[config.mk]
export PLATFORM = sky130hd
export DESIGN_NAME = wave_crossfade_flat
export DESIGN_NICKNAME = d
export VERILOG_FILES = /design/src/rtl/wave_crossfade_if.sv /design/src/rtl/wave_crossfade.sv /design/src/flat_wrapper.sv
export SDC_FILE = /design/constraint.sdc
export NUM_CORES = 1
export LEC_CHECK = 0
export BUFFER_PORTS_ARGS = -buffer_cell sky130_fd_sc_hd__buf_2
export CORE_MARGIN = 2
export CORE_UTILIZATION = 55
export DETAILED_ROUTE_END_ITERATION = 10
export PLACE_DENSITY = 0.75
export SETUP_SLACK_MARGIN = 0.1
export SKIP_LAST_GASP = 1
export SLEW_MARGIN = 20
export SYNTH_ARGS = -nofsm -noshare
export SYNTH_HDL_FRONTEND = slang
export SYNTH_SLANG_ARGS = --single-unit
export TNS_END_PERCENT = 10
[constraint.sdc]
create_clock -name clock -period 20.9 [get_ports clock]
set_clock_uncertainty 0.15 [all_clocks]
set_input_delay 1.045 -clock clock [delete_from_list [all_inputs] [get_ports clock]]
set_output_delay 1.045 -clock clock [all_outputs]
set_load 0.02 [all_outputs]
[src/rtl/wave_crossfade_if.sv]
// Generator-side bus of wave_crossfade: 2*NCH wave_logic channels,
// bank0 in the low slices. master = crossfade block, slave = generators.
interface wave_crossfade_if #(
  parameter int NCH = 2
);
  logic [5*2*NCH-1:0]  gen_freq_id;
  logic [2*NCH-1:0]    gen_new_f;
  logic [10*2*NCH-1:0] gen_index;
  logic [10*2*NCH-1:0] gen_height;
  logic [11*2*NCH-1:0] gen_period;
  logic [2*NCH-1:0]    gen_ready;

  modport master (
    output gen_freq_id, gen_new_f, gen_index,
    input  gen_height, gen_period, gen_ready
  );

  modport slave (
    input  gen_freq_id, gen_new_f, gen_index,
    output gen_height, gen_period, gen_ready
  );
endinterface

[src/rtl/wave_crossfade.sv]
// Ping-pong bank wave summer with frame-synchronous bank switch and
// exponential crossfade of the player path from old to new bank.
module wave_crossfade #(
  parameter int NCH   = 2,
  parameter int BASE  = 384,
  parameter int CSTEP = 3
) (
  input  logic             clock,
  input  logic             reset,
  input  logic             frame_tick,
  input  logic [10:0]      d_offset,
  input  logic [10:0]      hcount,
  input  logic [5*NCH-1:0] freq_ids_in,
  input  logic             new_f_in,
  wave_crossfade_if.master gen,
  output logic [9:0]       wave_profile,
  output logic [9:0]       player_profile,
  output logic             active_bank,
  output logic             switch_pending
);

  localparam int NG = 2 * NCH;
  localparam int SW = 10 + $clog2(NCH) + 2;
  localparam logic [4:0] UNUSED = 5'h1F;
  localparam logic [7:0] FMASK = 8'((1 << CSTEP) - 1);
  localparam logic signed [SW-1:0] MAXV = 1023;

  typedef enum logic {STEADY, LOADING} state_t;

  state_t      r_state;
  logic        r_bank;
  logic [4:0]  r_id   [NG];
  logic [NG-1:0] r_new_f;
  logic [NCH-1:0] r_mask;
  logic [10:0] r_off  [NG];
  logic [10:0] r_idx  [NG];
  logic [9:0]  r_sum  [2];
  logic        r_pb1;
  logic        r_pb2;
  logic [9:0]  r_wave;
  logic [9:0]  r_player;
  logic [9:0]  r_coeff;
  logic [7:0]  r_fcnt;

  logic [10:0] w_per  [NG];
  logic [9:0]  w_hgt  [NG];
  logic [10:0] w_on   [NG];
  logic [9:0]  w_s    [2];
  logic [NCH-1:0] w_unused;
  logic [NCH-1:0] w_rdy_ld;
  logic        w_full;
  logic        w_switch;

  for (genvar g = 0; g < NG; g++) begin : g_ch
    logic [10:0] w_dm;
    logic [10:0] w_d;
    logic [11:0] w_os;
    assign w_per[g] = gen.gen_period[11*g +: 11];
    assign w_hgt[g] = gen.gen_height[10*g +: 10];
    assign gen.gen_freq_id[5*g +: 5] = r_id[g];
    assign gen.gen_index[10*g +: 10] = r_idx[g][9:0];
    assign w_dm = w_per[g] - 11'd1;
    assign w_d  = (d_offset > w_dm) ? w_dm : d_offset;
    assign w_os = {1'b0, r_off[g]} + {1'b0, w_d};
    // single conditional subtract keeps the offset below the period
    assign w_on[g] = (w_os >= {1'b0, w_per[g]})
                   ? 11'(w_os - {1'b0, w_per[g]}) : w_os[10:0];
  end

  assign gen.gen_new_f = r_new_f;

  always_comb begin
    for (int c = 0; c < NCH; c++) begin
      w_unused[c] = (r_bank ? r_id[c] : r_id[NCH+c]) == UNUSED;
    end
    w_rdy_ld = r_bank ? gen.gen_ready[NCH-1:0]
                      : gen.gen_ready[2*NCH-1:NCH];
  end

  assign w_full   = &(r_mask | w_unused);
  assign w_switch = (r_state == LOADING) && frame_tick
                 && !new_f_in && w_full;

  always_comb begin
    for (int b = 0; b < 2; b++) begin
      logic signed [SW-1:0] acc;
      acc = SW'(-(NCH - 1) * BASE);
      for (int c = 0; c < NCH; c++) begin
        acc = acc + ((r_id[b*NCH+c] == UNUSED)
                     ? SW'(BASE) : SW'(w_hgt[b*NCH+c]));
      end
      if (acc < 0)         w_s[b] = 10'd0;
      else if (acc > MAXV) w_s[b] = 10'd1023;
      else                 w_s[b] = acc[9:0];
    end
  end

  logic [9:0]  w_sa;
  logic [9:0]  w_so;
  logic [10:0] w_inv;
  logic [20:0] w_mix;
  logic [19:0] w_cm;
  logic [9:0]  w_cd;
  logic [7:0]  w_fn;
  logic        w_fade;

  assign w_sa  = r_sum[r_pb2];
  assign w_so  = r_sum[!r_pb2];
  assign w_inv = 11'd1024 - {1'b0, r_coeff};
  assign w_mix = {11'd0, w_sa} * {10'd0, w_inv}
               + {11'd0, w_so} * {11'd0, r_coeff};
  assign w_cm  = {10'd0, r_coeff} * 20'd724;
  assign w_cd  = (w_cm[19:10] < 10'd8) ? 10'd0 : w_cm[19:10];
  assign w_fn  = r_fcnt + 8'd1;
  assign w_fade = ((w_fn & FMASK) == 8'd0) && (r_coeff != 10'd0);

  always_ff @(posedge clock) begin
    if (reset) begin
      r_state  <= STEADY;
      r_bank   <= 1'b0;
      r_new_f  <= '0;
      r_mask   <= '0;
      r_pb1    <= 1'b0;
      r_pb2    <= 1'b0;
      r_wave   <= 10'(BASE);
      r_player <= 10'(BASE);
      r_coeff  <= '0;
      r_fcnt   <= '0;
      for (int g = 0; g < NG; g++) begin
        r_id[g]  <= UNUSED;
        r_off[g] <= '0;
        r_idx[g] <= '0;
      end
      for (int b = 0; b < 2; b++) r_sum[b] <= 10'(BASE);
    end else begin
      r_new_f <= '0;
      for (int g = 0; g < NG; g++) begin
        if (hcount == 11'd0)
          r_idx[g] <= r_off[g];
        else if (r_idx[g] == w_per[g] - 11'd1)
          r_idx[g] <= '0;
        else
          r_idx[g] <= r_idx[g] + 11'd1;
        if (frame_tick) r_off[g] <= w_on[g];
      end
      if (frame_tick) begin
        r_fcnt <= w_fn;
        if (w_fade) r_coeff <= w_cd;
      end
      // a new request always wins over a pending switch
      if (new_f_in) begin
        r_state <= LOADING;
        r_mask  <= '0;
        if (r_state == STEADY) r_coeff <= '0;
        for (int g = 0; g < NG; g++) begin
          if ((g >= NCH) == !r_bank) begin
            r_id[g]    <= freq_ids_in[5*(g%NCH) +: 5];
            r_new_f[g] <= 1'b1;
            r_off[g]   <= '0;
          end
        end
      end else if (r_state == LOADING) begin
        if (r_new_f == '0) r_mask <= r_mask | w_rdy_ld;
        if (w_switch) begin
          r_state <= STEADY;
          r_bank  <= !r_bank;
          r_coeff <= 10'd1023;
          r_fcnt  <= '0;
        end
      end
      if (hcount == 11'd0) r_pb1 <= r_bank;
      r_pb2 <= r_pb1;
      for (int b = 0; b < 2; b++) r_sum[b] <= w_s[b];
      r_wave   <= w_sa;
      r_player <= w_mix[19:10];
    end
  end

  assign wave_profile   = r_wave;
  assign player_profile = r_player;
  assign active_bank    = r_bank;
  assign switch_pending = (r_state == LOADING);

endmodule

[src/flat_wrapper.sv]
// flat-port wrapper written by rule: the top's interface ports become plain ports
module wave_crossfade_flat 
#(
  parameter int NCH   = 2,
  parameter int BASE  = 384,
  parameter int CSTEP = 3
)
  (clock, reset, frame_tick, d_offset, hcount, freq_ids_in, new_f_in, wave_profile, player_profile, active_bank, switch_pending, gen_gen_freq_id, gen_gen_new_f, gen_gen_index, gen_gen_height, gen_gen_period, gen_gen_ready);
  wave_crossfade_if #(.NCH(NCH)) gen_i ();
  input  logic clock;
  input  logic reset;
  input  logic frame_tick;
  input  logic [10:0] d_offset;
  input  logic [10:0] hcount;
  input  logic [5*NCH-1:0] freq_ids_in;
  input  logic new_f_in;
  output logic [9:0] wave_profile;
  output logic [9:0] player_profile;
  output logic active_bank;
  output logic switch_pending;
  output wire logic [$bits(gen_i.gen_freq_id)-1:0] gen_gen_freq_id;
  output wire logic [$bits(gen_i.gen_new_f)-1:0] gen_gen_new_f;
  output wire logic [$bits(gen_i.gen_index)-1:0] gen_gen_index;
  input wire logic [$bits(gen_i.gen_height)-1:0] gen_gen_height;
  input wire logic [$bits(gen_i.gen_period)-1:0] gen_gen_period;
  input wire logic [$bits(gen_i.gen_ready)-1:0] gen_gen_ready;
  assign gen_gen_freq_id = gen_i.gen_freq_id;
  assign gen_gen_new_f = gen_i.gen_new_f;
  assign gen_gen_index = gen_i.gen_index;
  assign gen_i.gen_height = gen_gen_height;
  assign gen_i.gen_period = gen_gen_period;
  assign gen_i.gen_ready = gen_gen_ready;
  wave_crossfade #(.NCH(NCH), .BASE(BASE), .CSTEP(CSTEP)) u_core (.clock(clock), .reset(reset), .frame_tick(frame_tick), .d_offset(d_offset), .hcount(hcount), .freq_ids_in(freq_ids_in), .new_f_in(new_f_in), .gen(gen_i), .wave_profile(wave_profile), .player_profile(player_profile), .active_bank(active_bank), .switch_pending(switch_pending));
endmodule
# After elaboration in Yosys (flattened, before gate mapping)
# Memories as Yosys holds them, arrays and structs flattened. A register that Yosys moved wholly into a read port is not among the register bits.
# Cells that the tools add are included.
dict set report totals {
  in_bits 124
  memories 4
  ff_bits 47
  ramBits 128
  output_inout_bits 86
}
dict set report classes {
  multipliers 3
  eq_ne 10
  bitwise 29
  reduce_logical 16
  mux 109
  add_sub_neg 23
  n_lt_le_gt_ge 13
}
# name depth word_bits rd rd_clocked_by_memory_dff wr line_no
set memory_table {}
lappend memory_table {u_core.r_idx 4 11 4 0 4 wave_crossfade.sv:36} ;# logic [10:0] r_idx [NG];
lappend memory_table {u_core.r_off 4 11 4 0 4 wave_crossfade.sv:35} ;# logic [10:0] r_off [NG];
lappend memory_table {u_core.r_id 4 5 4 0 4 wave_crossfade.sv:32} ;# logic [4:0] r_id [NG];
lappend memory_table {u_core.r_sum 2 10 2 1 2 wave_crossfade.sv:37} ;# logic [9:0] r_sum [2];
# operator n
set ops {}
lappend ops {{two-way mux 11 bit} 28}
lappend ops {{two-way mux 10 bit} 17}
lappend ops {{two-way mux 1 bit} 53}
lappend ops {{adder 11 x 11 -> 12 bit} 4}
lappend ops {{greater-or-equal comparator 12 x 11 -> 1 bit} 4}
lappend ops {{adder 11 x 1 -> 11 bit (second input constant)} 4}
lappend ops {{equality test 11 bit} 4}
lappend ops {{greater-than comparator 11 bit} 4}
lappend ops {{subtractor 11 x 1 -> 11 bit (second input constant)} 4}
lappend ops {{subtractor 11 bit} 4}
lappend ops {{two-way mux 8 bit} 4}
lappend ops {{equality test 5 bit (second input constant)} 6}
lappend ops {{two-way mux 5 bit} 6}
lappend ops {{adder 13 x 10 -> 13 bit} 2}
lappend ops {{adder 13 bit (first input constant)} 2}
lappend ops {{greater-than comparator 13 x 11 -> 1 bit (second input constant)} 2}
lappend ops {{less-than comparator 13 x 1 -> 1 bit (second input constant)} 2}
lappend ops {{OR 1 bit} 26}
lappend ops {{adder 20 bit} 1}
lappend ops {{multiplier 10 x 10 -> 20 bit} 1}
lappend ops {{multiplier 10 x 11 -> 20 bit} 1}
lappend ops {{multiplier 10 x 8 -> 18 bit (second input constant)} 1}
lappend ops {{logical NOT 11 bit} 1}
lappend ops {{subtractor 11 x 10 -> 11 bit (first input constant)} 1}
lappend ops {{other kinds (13)} 21}

# Depth between registers and ports, before layout
# Gate-level depths: netlist of run 1.
# An unclocked memory read counts as a cell.
dict set report logic_depth {
  word_depth 9
  ltp_mapped 34
  mapped_depth_nobuf 32
}

# Least setup slack after synthesis of run 1
# Ideal clock, no wire load.
dict set report synth_path {
  kind {reg-to-reg}
  startpoint {reg u_core.r_coeff[0]}
  endpoint {reg u_core.r_player[9], in the netlist u_core.player_profile[9]}
  n_path_buf 1
  t_arrival_ps 7140
  stages_incl_launch_ff 29
  required_time_ps 20622
  period_less_slack_ps 7418
  setup_slack_ps 13482
  cell_sequence {dfxtp_1 > inv_2 > ha_1 > nand2_1 > or3_1 > clkbuf_1 > or3_1 > xnor2_1 > nand2_1 > fa_1 > inv_1 > fa_1 > fa_1 > inv_1 > fa_1 > fa_1 > inv_1 > fa_1 > inv_1 > fa_1 > inv_1 > ha_1 > a31oi_1 > nand3_1 > nand3_1 > nand4b_1 > o31ai_1 > xnor2_1 > nor2_1}
}
dict set report synth_between {
  elab_chain_len 3
}
# element line_no
set synth_lines {}
lappend synth_lines {{from (decl)} wave_crossfade.sv:42} ;# logic [9:0] r_coeff;
lappend synth_lines {{from (signal assigned)} wave_crossfade.sv:148} ;# if (w_fade) r_coeff <= w_cd;
lappend synth_lines {{subtractor 11 x 10 -> 11 bit} wave_crossfade.sv:109} ;# assign w_inv = 11'd1024 - {1'b0, r_coeff};
lappend synth_lines {{multiplier 10 x 11 -> 20 bit} wave_crossfade.sv:110} ;# assign w_mix = {11'd0, w_sa} * {10'd0, w_inv}
lappend synth_lines {{adder 20 bit *} wave_crossfade.sv:111} ;# + {11'd0, w_so} * {11'd0, r_coeff};
lappend synth_lines {{to (signal assigned)} wave_crossfade.sv:126} ;# r_player <= 10'(BASE);
lappend synth_lines {{to (signal assigned)} wave_crossfade.sv:175} ;# r_player <= w_mix[19:10];
lappend synth_lines {{to (decl)} wave_crossfade.sv:41} ;# logic [9:0] r_player;
# Every way passes the cells marked *; elsewhere a longest branch is shown, timed or not.
# A chain may end at the register's enable or synchronous reset.

# Worst setup path in the final report of run 1
dict set report layout_path {
  startpoint {reg u_core.r_coeff[1]}
  endpoint {reg u_core.r_player[9], in the netlist u_core.player_profile[9]}
}
# Same word-level chain as after synthesis.

==> run summary, run 1 <==
The flow ran to the end, and the final reports show no timing, DRC or antenna violations. STA classifies the critical path endpoint as a register. The minimum clock period is 8.65 ns. The count of cells resized by post-cts repair is 0. The number of clock sinks seen by CTS came out at between 150 and 200. The worst hold path belongs to the class register to register. The floorplan die width came out at between 200 and 250 um.

In the synthesized netlist the async set-or-reset flop fraction comes to 0%. The transition time at the pin with the least slew margin is roughly 1.1 ns. The final routed DRC violation total is 0.

The mapped netlist covers between 0.02 and 0.025 mm^2. The count of pins on the block boundary came out at between 200 and 250. The H-tree generated during clock tree synthesis spans 4 levels. The mean number of vias per cell came out at roughly 5.6. The register bit total from synthesis came out at 169.

The average wire per cell in the routed design came out at ~19 um. The number of instances in the synthesized netlist came out at 2,671. In the layout the commonest cells are inv_1 (370), ha_1 (311), nand2_1 (250). The total wirelength of the detailed-routed design came out at roughly 65,000 um. The share of final-layout standard cells stronger than drive strength 1 came out at roughly 11%. The final sum of negative setup slack is 0 ns. The startpoint type of the worst setup path is a register. The reported net switching power is between 800 and 900 uW. The critical path is of the register to register type.

Among all flip-flop cells after synthesis, the most frequent one is edfxtp_1. The total iterations of the first detailed-routing run came out at 5. The power density over cell area came out at between 70 and 80 mW/mm^2. The initial standard-cell utilization of the core is 55.7%. The share of total power dissipated in sequential elements is between 20% and 30%.

The placement row count is 75. The largest individual stage delay along the critical path comes from the cell xnor2_1. Post-CTS timing repair inserted 0 buffers for setup. The remaining antenna violation count is 0.

The static leakage is 12.1 nW. The part of the Yosys area used for sequential elements is 18.1%. For this run, the post-layout net count is about 3,500. The maximum vdd ir drop is between 0.09 and 0.1 mV. The cell area after placement came out at ~0.025 mm^2.

Setup repair after global routing left no endpoint under its margin. The area of the die came out at ~0.044 mm^2. After clock tree synthesis, the clock-pin slew on the worst setup and hold paths is about 0.080 ns. The initial antenna violation count is 5. The number of global-route vias before repair is just over 20,000. The largest single stage delay on the critical path is approximately 0.82 ns. The total of max-cap violations came out at 0. The portion of the clock cycle consumed by the worst path in the final layout is 41.4%. The total design power came out at between 1.5 and 2 mW. From synthesis to final layout, the design area changed by 8.80%. The number of flops mapped to enable cells by yosys came out at between 80 and 90. The signal arrival time at the worst endpoint is around 8.9 ns.

Averaged over all synthesized cells, the footprint is 8.75 um^2. The library cell used most frequently in the layout, excluding fill and tap cells, is inv_1. The final design utilization came out at between 60% and 70%. In this run the clock root is driven by a clkbuf_16. TritonCTS built the clock tree. The global-route usage over all layers came out at between 20% and 30%. The maximum operating frequency is 116 MHz. The number of design-rule violations left by the first detailed-router iteration came out at between 1,000 and 1,500. The number of synthesis warnings is 0. The hold slack came out at around 0.35 ns.

The global placer's final weighted congestion came out at 0.981. The first-pass GRT wire length is 103,000 um. The internal power contribution is around 1.1 mW. The max-slew headroom at the worst pin is 27.3%. The number of pins exceeding their max-slew limit in the final report came to 0. The number of setup violations in the final report is 0. The placeable core area is roughly 0.042 mm^2. STA puts the critical path data required time at 21.11 ns. Buffers inserted to repair hold after CTS numbered 0. The vertical die dimension is 210 um.

For the worst-skew pair, the clock arrives at the later sink with an insertion delay of 0.51 ns. The maximum clock insertion buffer count is 2. In this run the worst path has a maximum fanout of 13. The number of vias in the routed layout is 19,254. The final non-filler cell area came out at roughly 0.025 mm^2. Summed over all nets, the half-perimeter wirelength after detailed placement is around 53,000 um. The switching share of power came out at around 45%. The power share of the combinational group is 59.7%. The pin count of the biggest net entering global routing is 63. The final global-route overflow total came out at 0.

The unique cell type count in the Yosys netlist came out at 84. The number of buffers inserted during clock tree synthesis came out at 17. The number of endpoints with negative hold slack in the final report came out at 0. The clock network burns ~17% of the power. The count of buffers added on input and output ports is between 200 and 250.
==> synthesized netlist by cell type, types with 52 or more instances <==
cell / count / area share [%]
nor2_1: 198 / 3.2
nand3_1: 52 / 1.1
xor2_1: 81 / 3.0
ha_1: 311 / 17
o21ai_1: 90 / 1.9
edfxtp_1: 86 / 11
xnor2_1: 148 / 5.5
and2_1: 71 / 1.9
inv_1: 370 / 5.9
fa_1: 193 / 17
a21oi_1: 100 / 2.1
mux2i_1: 85 / 3.6
nand2_1: 250 / 4.0
dfxtp_1: 83 / 7.1
==> worst max-delay path, delay by kind of cell, from the launching register on <==
family	cells	cell delay, ns
and+or+nand+nor	7	1.35
buffers and inverters	7	0.55
adders and majority gates	9	4.19
DFF	1	0.48
AOI/OAI and AO/OA	4	0.80
xor gates and xnor gates	2	0.97
==> cell type report <==
class | instances | area (um^2)
Clock inverter | 15 | 154
Tap cell | 539 | 674
Clock buffer | 17 | 425
Sequential cell | 169 | 4240
Inverter | 373 | 1400
Antenna cell | 2 | 5.00
Fill cell | 3644 | 16500
Multi-Input combinational cell | 2063 | 17300
Timing Repair Buffer | 230 | 1200
==> flip-flops by register name, summed over array words and instances (netlist names) <==
signal and cells:
u_core.active_bank 1, u_core.gen.gen_new_f 2, u_core.player_profile 10, u_core.r_coeff 10
u_core.r_fcnt 3, u_core.r_id 20, u_core.r_idx 44, u_core.r_mask 2
u_core.r_off 44, u_core.r_pb1 1, u_core.r_pb2 1, u_core.r_sum 20
u_core.switch_pending 1, u_core.wave_profile 10
==> through the flow <==
| step | worst slack [ns] | instances |
|---|---|---|
| final | 12.25 | 3408 |
| after detailed placement | 12.42 | 3374 |
| after floorplan | 13.48 | 2714 |
| after CTS | 12.38 | 3406 |
| after global routing | 11.76 | 3407 |
| after global placement | 12.47 | 3374 |
==> power by group through the flow <==
stage / Sequential [mW] / Combinational, mW / Clock, mW
after floorplan: 0.440 / 0.919 / 0
after global routing: 0.456 / 1.28 / 0.348
after detailed placement: 0.459 / 1.14 / 0
after CTS: 0.451 / 1.15 / 0.337
after global placement: 0.458 / 1.09 / 0
final: 0.454 / 1.16 / 0.330
==> path summary, 6_finish.rpt <==
path	startpoint	to	slack, ns	cells past startpoint
hold reg to reg	u_core.r_pb1	u_core.r_pb1	0.35	2
setup reg to reg	u_core.r_coeff[1]	u_core.player_profile[9]	12.25	29
hold / removal	u_core.r_pb1	u_core.r_pb1	0.35	2
setup / recovery	u_core.r_coeff[1]	u_core.player_profile[9]	12.25	29
==> logic make-up (layout without fill, tap and decap cells) <==
group	after synthesis	count (layout)	synth area share, %
DFF	169	169	18.1
adders and majority gates	505	505	33.2
buffers and inverters	482	635	8.56
xor gates and xnor gates	231	231	8.76
other	1	46	0.0160
and+or+nand+nor	793	793	16.1
muxes	112	112	4.97
AOI/OAI and AO/OA	378	378	10.3
==> routing by layer <==
layer  GRT usage (%)  routed length, um  vias up
met2            53.1              32200      574
met3            5.54               3380      173
met1            34.8              26200     9296
li1                -                  -     9205
met4            14.6               2800        6
met5               0                 42        -
No activity file was read; power rests on OpenSTA's default activity.
==> run 2: changes to the inputs <==
- clock period: 20.9 -> 8.2 ns (I/O delays scaled with it)
==> run 2 against run 1 <==
Die area stayed put. Register-to-register slack lost 12 ns. Maximum frequency is 12% higher. Sequential power grew to 2.6 times the previous value. Final cell count up 0.41%. Via count grew 2.2%. Routed wire length up 1.3%. Hold slack lost 0.31 ns. Sequential share of layout area decreased by 0.066 points. Core utilization grew 0.24 points. Critical path depth is 1 lower. Largest cell class unchanged. Largest power group unchanged.
==> run summary, run 2 (synthesized netlist as in run 1, its figures left out) <==
The transition time at the pin with the least slew margin is about 1.1 ns. The reg-to-reg critical path endpoint is u_core.player_profile[9]. In this run, post-CTS hold repair placed 0 buffers.

The most numerous cell type found on the critical path is fa_1. On the critical path, the stage with the largest delay is an instance of fa_1. The static leakage is between 10 and 15 nW. STA classifies the critical path startpoint as a register.

The placeable core area came out at 0.0419 mm^2. The final global-route overflow total is 0. The count of pins on the block boundary is 210. In this run the vertical extent of the chip is approximately 210 um.

The tightest min-delay check is of the primary input to register type. The signal arrival time at the worst endpoint is roughly 8 ns. The slack of the worst reg-to-reg path is 0.50 ns. After clock tree synthesis, the clock-pin slew on the worst setup and hold paths is roughly 0.070 ns. The floorplan die width came out at 210 um.

The maximum operating frequency came out at between 100 and 150 MHz. The worst pin sits at a relative slew slack of between 20% and 30%. The clock drives roughly 170 sinks. The initial antenna violation count is 8. Along the worst path, the maximum fanout reaches 10. The net count of the finished layout is approximately 3,500. The power density over cell area is 195 mW/mm^2.

Adding up every negative setup slack in the final design gives 0 ns. The placement row count came out at 75. The global placer's final weighted congestion is between 0.9 and 1. The deepest level of the CTS H-tree is 4. The pin count of the biggest net entering global routing came out at 82.

The number of pins exceeding their max-slew limit in the final report was 0. The number of setup violations in the final report is 0. The number of endpoints with negative hold slack in the final report is 0. The area of the die is around 0.044 mm^2. Leaving out fill and tap cells, the most frequent cell in the layout is inv_1. The final critical path takes up between 90% and 100% of the cycle. From synthesis to final layout, the design area changed by 9.23%. Counting along the longest clock path gives a buffer depth of 2. The number of cells on the worst reg-to-reg path came out at 28. The worst register-to-register path begins at u_core.r_coeff[0]. The global-route usage over all layers came out at a little over 30%. The maximum vdd ir drop is around 0.22 mV.

TritonCTS built the clock tree. The final route contains 19,685 vias. The minimum clock period came out at 7.70 ns. The half-perimeter wire length of the detailed placement result is 54,600 um. The root buffer cell chosen for the clock tree is clkbuf_16. The kind of capture point of the worst setup path is a register. The most critical setup path has its endpoint at u_core.player_profile[9]. The total of max-cap violations came out at 0.

The count of buffers from port buffering is 209. The first-pass GRT wire length came out at around 110,000 um. The total iterations of the first detailed-routing run came out at 7. The worst setup path startpoint is u_core.r_coeff[0]. Setup repair after global routing left no endpoint under its margin. The number of buffers inserted during clock tree synthesis is 17. The remaining antenna violation count is 0. The clock latency of the later-clocked register in the worst-skew pair came out at 0.51 ns. The number of design-rule violations left by the first detailed-router iteration is 1,213. The worst setup path is of the register to register kind. The post-route netlist has 11.6% of its cells at a drive strength greater than 1. The flow ran to the end, and the final reports show no timing, DRC or antenna violations.

The mean number of vias per cell is 5.75. The post-placement cell count is between 3,000 and 4,000. The data required time at the worst endpoint came out at about 8.4 ns. The stage delay of the slowest cell on the critical path is 0.54 ns.

The initial standard-cell utilization of the core came out at between 50 and 60%. The final routed DRC violation total came out at 0. In the final layout, the registers with the most flip-flops are u_core.r_idx (44), u_core.r_off (44). The top cell types in the final layout, fill and taps aside, are inv_1 (370), ha_1 (311), nand2_1 (250). The final layout contains routed wiring with a total length of about 66,000 um. Dividing the detail-routed wire length by the instance count gives 19.2 um. The number of global-route vias before repair came to ~21,000. The number of standard cells in the layout, taps in and fillers out is between 3,000 and 4,000.
==> run 2: changes by cell type in the layout (fill, tap and decap cells not counted), sizes merged <==
cell,previous run,this run
buf,230,243
inv,381,376
bufinv,0,2
clkbuf,17,19
clkinvlp,2,4
clkinv,5,4
diode,2,3
==> run 2: per-layer routing <==
metal	part of all wire [%]	wire length [um]	global-route usage, %
met1	39	25700	34.9
met2	50	33000	54.7
met3	5.5	3640	5.15
met4	5.0	3250	15.7
met5	0.070	46	0
==> run 2: per-stage QoR <==
step	power (mW)	cell area, um^2	utilization, %	setup slack [ns]	hold slack (ns)
2_1_floorplan	3.46	23500	-	0.782	0.287
3_3_place_gp	3.98	24900	59.4	0.604	0.311
3_5_place_dp	4.10	24900	59.4	0.441	0.320
4_1_cts	4.95	25500	60.8	0.410	0.00582
5_1_grt	5.33	25500	60.9	0.0990	0.0276
6_report	4.99	25500	60.9	0.504	0.0323
==> run 2: worst min-delay path by stage <==
| stage | startpoint | endpoint | slack (ns) | depth (start not counted) |
|---|---|---|---|---|
| after floorplan | u_core.r_pb1 | u_core.r_pb2 | 0.29 | 1 |
| after global routing | freq_ids_in[3] | u_core.r_id[0][3] | 0.03 | 2 |
| after detailed placement | u_core.r_off[0][3] | u_core.r_off[0][3] | 0.32 | 2 |
| final | freq_ids_in[6] | u_core.r_id[1][1] | 0.03 | 2 |
| after global placement | u_core.r_off[0][5] | u_core.r_off[0][5] | 0.31 | 2 |
| after CTS | freq_ids_in[6] | u_core.r_id[1][1] | 0.006 | 2 |
==> run 2: critical path: cells and delay by family, from the launching register on <==
family                   cells  cell delay (ns)
AO/OA/AOI/OAI                2             0.51
adder cells (fa/ha/maj)      9             4.15
buffers and inverters        7             0.57
XOR/XNOR                     2             0.30
flip-flops                   1             0.32
AND/OR/NAND/NOR              8             1.54
==> run 2: repair_timing <==
| item | in CTS | in global routing |
|---|---|---|
| setup buffers | 0 | 0 |
| setup endpoints to repair | 0 | 4 |
| resized for setup | 0 | 3 |
==> run 2: area by class of cell <==
| cell class | count | area, um^2 |
|---|---|---|
| Fill cell | 3689 | 16400 |
| Multi-Input combinational cell | 2063 | 17300 |
| Clock buffer | 19 | 433 |
| Sequential cell | 169 | 4240 |
| Timing Repair Buffer | 243 | 1300 |
| Clock inverter | 13 | 146 |
| Antenna cell | 3 | 7.51 |
| Tap cell | 539 | 674 |
| Inverter | 373 | 1400 |
==> run 2: report_power, final <==
part           internal [mW]  switching [mW]  leakage [nW]
registers               1.03           0.124          1.54
clock network          0.450           0.384         0.272
logic                   1.30            1.70          10.3
total                   2.78            2.21          12.2
==> run 3: changes to the inputs <==
- CORE_UTILIZATION: 55 -> 30
- PLACE_DENSITY: 0.75 -> not set
==> run 3 against run 2 <==
Combinational power down 3%. Final cell count increased by 15%. Sequential share of layout area fell by 0.44 points. Critical path depth fell by 1. Clock power shrank 2%. First-iteration DRC count is 15% lower. Sequential power hardly changed. Register-to-register slack worse by 0.06 ns. Total power fell by 2.2%. Critical path type unchanged. Largest cell class unchanged.
==> run summary, run 3 (synthesized netlist as in run 1, its figures left out) <==
The vertical die dimension is 283 um. After filler insertion, the fill cell instance count of the layout stands at 8,169. Relative to the synthesized area, the layout overhead comes to 12.2%. After routing, the total negative slack on setup checks comes to 0 ns.

In this run, the clock network consumes 16.8% of the power. The initial antenna violation count is 6. The library cell used as clock root buffer is clkbuf_16. STA puts the critical path data arrival time at around 8 ns. Setup repair after global routing left no endpoint under its margin. The worst setup path is of the register to register kind.

Setup violations remaining at the end of the flow were counted as 0. The net total in the final layout came out at between 3,000 and 4,000. The total iterations of the first detailed-routing run is 5. Counting stages on the worst path, the most repeated cell is fa_1. The largest single stage delay on the critical path is around 0.54 ns. The number of design-rule violations left by the first detailed-router iteration came out at just over 1,000. The worst setup path is launched from a register. STA classifies the critical path endpoint as a register. The number of global-route vias before repair came out at 19,133.

The top fanout value on the critical path came out at 10. The largest registers in the layout are u_core.r_idx (44), u_core.r_off (44). No sink is reached through more buffers than the 2 on the longest clock path. The buffer and inverter count on the worst path came out at 6.

The final global-route overflow total came out at 0. The portion of the clock cycle consumed by the worst path in the final layout is between 90% and 100%. The deepest level of the CTS H-tree is 4.

The maximum operating frequency came out at around 130 MHz. Registers take ~0.0042 mm^2. The average wire per cell in the routed design came out at between 15 and 20 um.

The share of final-layout standard cells stronger than drive strength 1 is between 10% and 20%. The floorplan die width is 283 um. The area of the die is 0.0802 mm^2. The number of clock sinks seen by CTS is 169. The number of pins exceeding their max-slew limit in the final report came out at 0. The remaining antenna violation count is 0. For the worst setup path, the data required time is between 8 and 9 ns. The first-pass GRT wire length came out at between 100,000 and 150,000 um. Routability-driven placement finished with a final weighted congestion of between 0.9 and 1. Buffers inserted during clock tree synthesis total 17.

The total wirelength of the detailed-routed design is between 60,000 and 70,000 um. The fraction of power consumed by sequential logic is 23.6%. Pin placement for this block handled between 200 and 250 I/O pins. In this run the power spent charging and discharging nets is around 2.2 mW. The placement row count is about 100. The cell area after placement came out at 0.0256 mm^2. The mean number of vias per cell is approximately 4.8. The maximum vdd ir drop came out at between 0.2 and 0.3 mV.

TritonCTS built the clock tree. Summing all multi-input logic gate instances after layout gives roughly 0.017 mm^2. The number of vias in the routed layout came out at around 19,000. The path type of the worst min-delay path is primary input to register. The transition time at the pin with the least slew margin came out at just over 1 ns. The final routed DRC violation total is 0. The count of buffers from port buffering came out at 209. The clock latency of the later-clocked register in the worst-skew pair is ~0.5 ns.

The final design utilization is roughly a third. Cell internal power was estimated by the tool at between 2 and 3 mW. The register clock-pin slew on the reported worst setup and hold paths came out at roughly 0.08 ns. The global-route usage over all layers is roughly 17%. The total of max-cap violations came out at 0. In this run the tightest slew margin relative to its limit is about 29%. The initial standard-cell utilization of the core came out at 30.2%. The flow ran to the end, and the final reports show no timing, DRC or antenna violations. The cts-stage hold buffer count came out at 0. The power density over cell area is approximately 190 mW/mm^2. The total design power is 4.88 mW. The top cell types in the final layout, fill and taps aside, are inv_1 (370), ha_1 (311), nand2_1 (250). The dominant delay contributor by cell family on the critical path is adder cells. Entering global routing, the biggest net connects 53 pins.

The power share of the combinational group came out at 59.6%. The placeable core area came out at 0.0773 mm^2. On the critical path, the stage with the largest delay is an instance of fa_1. The number of endpoints with negative hold slack in the final report came out at 0.

Counting I/O delays and the setup requirement, the final critical path takes roughly 7.8 ns. Leaving out fill and tap cells, the most frequent cell in the layout is inv_1. Of the total power, the share spent switching nets is between 40% and 50%. Summed over all nets, the half-perimeter wirelength after detailed placement is 57,000 um.

The static leakage came out at between 10 and 15 nW. The final non-filler cell area is approximately 0.026 mm^2.
[run 3: changes by cell type in the layout (fill, tap and decap cells not counted), moves of 2 or more]
cell	before	now
buf_4	34	47
inv_8	1	5
bufinv_16	2	0
clkbuf_1	2	0
clkinv_2	2	0
inv_6	2	4
[run 3: metrics by stage]
stage	hold WS (ns)	instances	setup WS (ns)
final	0.0468	3935	0.443
after global routing	0.0445	3933	0.0924
after CTS	0.0144	3929	0.225
after detailed placement	0.312	3897	0.200
after global placement	0.307	3897	0.335
after floorplan	0.287	2714	0.782
[run 3: worst paths after layout]
check / start / to / slack, ns / depth (start not counted)
worst max register to register: u_core.r_coeff[0] / u_core.player_profile[9] / 0.44 / 27
worst min register to register: u_core.r_pb1 / u_core.r_pb2 / 0.32 / 1
worst max-delay path: u_core.r_coeff[0] / u_core.player_profile[9] / 0.44 / 27
worst min-delay path: freq_ids_in[7] / u_core.r_id[3][2] / 0.05 / 2
[run 3: final cells by class]
type                       count  share of cell area, %
clock buffer                  17                   1.62
clock inverter                15                  0.515
timing repair buffer         256                   5.33
multi-input combinational   2063                   66.0
antenna                        2                 0.0191
tap                         1040                   4.96
inverter                     373                   5.34
sequential                   169                   16.2
[run 3: repair_timing]
action                     in CTS  in global routing
setup endpoints to repair       0                  3
buffers inserted                0                  4
resized for setup               0                  2
[run 3: power by group through the flow]
stage / Combinational [mW] / Sequential (mW) / Clock (mW)
after floorplan: 2.34 / 1.12 / 0
after global placement: 2.87 / 1.17 / 0
after detailed placement: 2.89 / 1.17 / 0
after CTS: 2.90 / 1.15 / 0.847
after global routing: 3.27 / 1.17 / 0.875
final: 2.91 / 1.15 / 0.820
[run 3: layer usage]
layer | wire (um) | vias to the layer above | global-route usage [%]
met1 | 29200 | 8986 | 21.4
met5 | 48 | - | 0
li1 | - | 9245 | -
met4 | 1630 | 8 | 5.15
met3 | 3780 | 92 | 3.02
met2 | 32900 | 523 | 30.0
